--- src/rtl/io_bridge.sv ---
// Memory-mapped I/O bridge: routes processor traffic to data memory or to a
// bank of output/input channel registers with change-detect interrupts.
module io_bridge #(
    parameter int NBITS = 8,
    parameter int NCH   = 4
) (
    input  logic                 clock,
    input  logic                 reset,
    input  logic [NBITS-1:2]     cpu_addr,
    input  logic [NBITS-1:0]     cpu_wdata,
    input  logic                 cpu_we,
    output logic [NBITS-1:0]     cpu_rdata,
    output logic                 irq,
    output logic [NBITS-1:2]     mem_addr,
    output logic [NBITS-1:0]     mem_wdata,
    output logic                 mem_we,
    input  logic [NBITS-1:0]     mem_rdata,
    input  logic [NCH*NBITS-1:0] ch_in,
    output logic [NCH*NBITS-1:0] ch_out
);

    localparam int OFFW = NBITS - 3;
    localparam logic [OFFW-1:0] PEND_OFF = OFFW'(2 * NCH);
    localparam logic [OFFW-1:0] MASK_OFF = OFFW'(2 * NCH + 1);

    logic                 io;
    logic [OFFW-1:0]      offset;
    logic                 wr_pend;
    logic                 wr_mask;
    logic [NCH*NBITS-1:0] s1;
    logic [NCH*NBITS-1:0] s2;
    logic [NCH*NBITS-1:0] prev;
    logic [1:0]           cnt;
    logic                 arm_done;
    logic [NCH-1:0]       chg;
    logic [NCH-1:0]       pend;
    logic [NCH-1:0]       mask;
    logic [NBITS-1:0]     rd_val;
    logic                 sel_q;
    logic [NBITS-1:0]     io_q;

    assign io     = cpu_addr[NBITS-1];
    assign offset = cpu_addr[NBITS-2:2];

    assign mem_addr  = cpu_addr;
    assign mem_wdata = cpu_wdata;
    assign mem_we    = cpu_we & ~io;

    assign wr_pend  = cpu_we & io & (offset == PEND_OFF);
    assign wr_mask  = cpu_we & io & (offset == MASK_OFF);
    assign arm_done = (cnt == 2'd3);
    assign irq      = |(pend & mask);

    always_comb begin
        chg = '0;
        for (int i = 0; i < NCH; i++)
            chg[i] = arm_done & (s2[i*NBITS +: NBITS] != prev[i*NBITS +: NBITS]);
    end

    // NOTE: every variable assigned in always_comb gets a default first, so no
    // path through the block can leave it unassigned and infer a latch.
    always_comb begin
        rd_val = '0;
        for (int i = 0; i < NCH; i++) begin
            if (offset == OFFW'(i))       rd_val = ch_out[i*NBITS +: NBITS];
            if (offset == OFFW'(NCH + i)) rd_val = s2[i*NBITS +: NBITS];
        end
        if (offset == PEND_OFF) rd_val[NCH-1:0] = pend;
        if (offset == MASK_OFF) rd_val[NCH-1:0] = mask;
    end

    // NOTE: sequential state uses non-blocking assignments so every register
    // samples the pre-edge values, e.g. s2 takes the old s1 rather than ch_in.
    always_ff @(posedge clock) begin
        if (reset) begin
            ch_out <= '0;
            s1     <= '0;
            s2     <= '0;
            prev   <= '0;
            cnt    <= 2'd0;
            pend   <= '0;
            mask   <= '0;
            sel_q  <= 1'b0;
            io_q   <= '0;
        end else begin
            for (int i = 0; i < NCH; i++)
                if (cpu_we && io && offset == OFFW'(i))
                    ch_out[i*NBITS +: NBITS] <= cpu_wdata;
            s1   <= ch_in;
            s2   <= s1;
            prev <= s2;
            if (!arm_done) cnt <= cnt + 2'd1;
            // A change arriving with a clear of the same bit keeps the bit set.
            pend <= chg | (pend & ~({NCH{wr_pend}} & cpu_wdata[NCH-1:0]));
            if (wr_mask) mask <= cpu_wdata[NCH-1:0];
            sel_q <= io;
            io_q  <= rd_val;
        end
    end

    assign cpu_rdata = sel_q ? io_q : mem_rdata;

endmodule

--- config.mk ---
export PLATFORM = sky130hd
export DESIGN_NAME = io_bridge
export DESIGN_NICKNAME = d
export VERILOG_FILES = /design/src/rtl/io_bridge.sv
export SDC_FILE = /design/constraint.sdc
export NUM_CORES = 1
export LEC_CHECK = 0
export ABC_CLOCK_PERIOD_IN_PS = 4200
export BUFFER_PORTS_ARGS = -buffer_cell sky130_fd_sc_hd__buf_2
export CORE_ASPECT_RATIO = 1.4
export CORE_MARGIN = 2
export CORE_UTILIZATION = 34
export CTS_BUF_LIST = sky130_fd_sc_hd__clkbuf_2 sky130_fd_sc_hd__clkbuf_4 sky130_fd_sc_hd__clkbuf_8
export DETAILED_ROUTE_END_ITERATION = 8
export SLEW_MARGIN = 20
export SYNTH_ARGS = -nofsm -noshare
export SYNTH_HDL_FRONTEND = slang
export SYNTH_SLANG_ARGS = --single-unit
--- constraint.sdc ---
create_clock -name clock -period 4.2 [get_ports clock]
set_input_delay 0.42 -clock clock [delete_from_list [all_inputs] [get_ports clock]]
set_output_delay 0.42 -clock clock [all_outputs]
set_load 0.05 [all_outputs]
==> impl_metrics.py <==
metrics = {
    "setup_path": {
        "cp.required_ps": 4590,
        "critPathKind": "in2reg",
        "cp.arrival_ps": 2500,
        "start_kind": "input pin",
        "cp_max_fo": 32,
        "crit_path_end_kind": "flip-flop",
    },
    "floorplan": {
        "die_h_um": 157,
        "initial_core_util_pct": 34.4,
        "fp.dieArea_um2": 17900,
        "ios": 113,
        "dieWidth_um": 114,
        "placement_rows": 56,
        "core_area_um2": 16600,
    },
    "detailed_routing": {
        "first_pass_iters": 4,
        "routed_via_density": 4.85,
        "ant_nets": 0,
        "wl_met2_um": 7690,
        "finalWirelength_um": 15300,
        "drt-wirelength-per-cell_um": 17.0,
        "drc": 0,
        "num_vias": 4384,
        "drt_iter0_markers": 286,
        "wl_met1_um": 6580,
        "met3_length_um": 645,
        "highest_layer": "met4",
    },
    "cts": {
        "cts_resized": 0,
        "cts_tree": "yes",
        "post_cts_buffers": 0,
        "cts_buffers": 17,
        "cts_root_buf": "clkbuf_8",
        "worstSkewPairLatency_ps": 430,
        "clockBufferDepth": 2,
        "clock_sinks": 147,
        "cts_hold_buf": 0,
        "h-tree-depth": 4,
        "clk_pin_slew_ps": 90,
    },
    "timing": {
        "rsz0062_at_grt": "false",
        "fin_skew_ps": 11.7,
        "fin_crit_sh_pct": 50.3,
        "holdWs_ps": 193,
        "setup_viol": 0,
        "tightestPinTransition_ps": 889,
        "hold_viol_final": 0,
        "setup_tns_ps": 0,
        "slew_headroom_pct": 40.0,
        "fmax_mhz": 473,
        "slew_viol_final": 0,
        "finalCriticalPeriod_ps": 2110,
    },
    "synth": {
        "ys_seq_elements": 147,
        "postSynth.asyncResetShare_pct": 0,
        "yosysWarnings": 0,
        "synth-edff-count": 0,
        "syn_nets": 653,
        "synth_flop_cell": "dfxtp_1",
        "syn_area_um2": 5720,
        "netlist-cell-type-count": 43,
        "seq_area_frac_synth_pct": 51.5,
        "synth_area_per_cell_um2": 9.61,
        "synthCells": 595,
    },
    "power": {
        "p_per_area_nw_per_um2": 434,
        "vdd_drop_max_v": 0.000196,
        "p_leak_uw": 0.00289,
    },
    "placed_design": {
        "hpwl_um": 11500,
        "place_area_um2": 6330,
        "routabilityCongestion": 0.874,
        "numPortBuffers": 112,
    },
    "finish": {
        "finalInstanceArea_um2": 6750,
        "nets": 745,
        "syn2layout_area_growth_pct": 18.1,
        "finish.utilization_pct": 40.7,
        "drive_gt1_share_pct": 23.0,
        "diodes": 0,
    },
    "outcome": {
        "status": "complete, no violations",
    },
    "global_route": {
        "grt_pass1_vias": 4182,
        "grt_max_degree": 83,
        "grt_overflow_total": 0,
        "grt_pass1_wl_um": 23300,
        "antenna_found_initial": 0,
        "grt_usage_pct": 17.4,
    },
    "flow_run": {
        "maxCapViolations": 0,
    },
    "hold_path": {
        "hold_class": "in2reg",
    },
}
[synthesized netlist by cell type, types with 4 or more instances]
cell / instances / area, um2
o22ai_1: 8 / 50.1
dfxtp_1: 147 / 2940
clkbuf_1: 22 / 82.6
xnor2_1: 32 / 280
nand4_1: 10 / 62.6
o311ai_0: 4 / 35.0
nor3_1: 9 / 45.0
mux2_2: 8 / 90.1
inv_1: 6 / 22.5
o41ai_1: 4 / 35.0
and3_1: 4 / 25.0
nand2_1: 22 / 82.6
nor2_1: 66 / 248
nor2b_1: 102 / 638
a211o_1: 8 / 70.1
mux2i_1: 29 / 290
buf_4: 14 / 105
nand2b_1: 6 / 37.5
o21ai_0: 22 / 110
a21oi_1: 36 / 180
o21a_1: 4 / 30.0
[path summary, 6_finish.rpt]
check | startpoint | endpoint | slack, ps | cells after the start
worst max-delay path | cpu_addr[4] | io_q[0] | 2090 | 5
worst min-delay path | ch_in[18] | s1[18] | 190 | 2
worst max register to register | ch_out[8] | io_q[0] | 2650 | 3
worst min register to register | s1[1] | s2[1] | 440 | 1
[per-stage QoR]
stage | total power [uW] | std cells | setup WS, ps
after floorplan | 1690 | 595 | 2160
after global placement | 1770 | 871 | 1660
after detailed placement | 1780 | 871 | 1620
after CTS | 2970 | 903 | 2070
after global routing | 3060 | 903 | 1950
final | 2930 | 903 | 2090
[flip-flops by register name (all words and copies together) (netlist names)]
register	flops
cnt	2
ch_out	32
prev	32
s1	32
mask	4
s2	32
pend	4
io_q	8
sel_q	1
[worst max-delay path, cell delays in order]
cell and delay [ps]:
buf_2 450, nor2b_1 470, a21oi_1 150, o311ai_0 760, a211o_1 230
[final cells by class]
cell class	count	area, um2
clock buffers	19	255
clock inverters	13	171
fillers	1671	9850
inverters	7	26.3
multi-input cells	400	2520
flip-flops and latches	147	2940
well taps	203	254
repair buffers	114	578
[routing by layer]
layer / vias to the layer above / global-route usage, %
li1: 2179 / -
met1: 2049 / 21.1
met2: 139 / 29.4
met3: 17 / 3.50
met4: 0 / 8.59
met5: - / 0
[layout by cell type (no fill, tap or decap), drive strengths merged, types with 4 or more instances in the layout]
| cell | netlist | layout |
|---|---|---|
| nand2 | 22 | 22 |
| inv | 6 | 12 |
| o21ai | 22 | 22 |
| o21a | 4 | 4 |
| clkbuf | 22 | 19 |
| dfxtp | 147 | 147 |
| and3 | 4 | 4 |
| o311ai | 4 | 4 |
| mux2 | 8 | 8 |
| nor3 | 9 | 9 |
| nand4 | 10 | 10 |
| o22ai | 8 | 8 |
| clkinv | 1 | 4 |
| nand2b | 6 | 6 |
| nor2b | 102 | 102 |
| a21oi | 36 | 36 |
| mux2i | 29 | 29 |
| buf | 19 | 114 |
| a211o | 8 | 8 |
| o41ai | 4 | 4 |
| nor2 | 67 | 67 |
| xnor2 | 32 | 32 |
[power breakdown]
part           total [uW]  internal (uW)  switching, uW
combinational         270            101            170
clock                1180            623            560
sequential           1470           1440           32.1
total                2930           2170            762
[logic make-up (layout without fill, tap and decap cells)]
kind of cell | count (synthesis) | count (layout) | share of synthesized area, %
compound gates | 96 | 96 | 10.5
xor+xnor | 33 | 33 | 5.06
fa+ha+maj | 1 | 1 | 0.219
buf+inv | 48 | 153 | 4.36
flops | 147 | 147 | 51.5
mux | 37 | 37 | 6.65
simple gates | 233 | 233 | 21.7
Power figures use the tool's default switching activity.
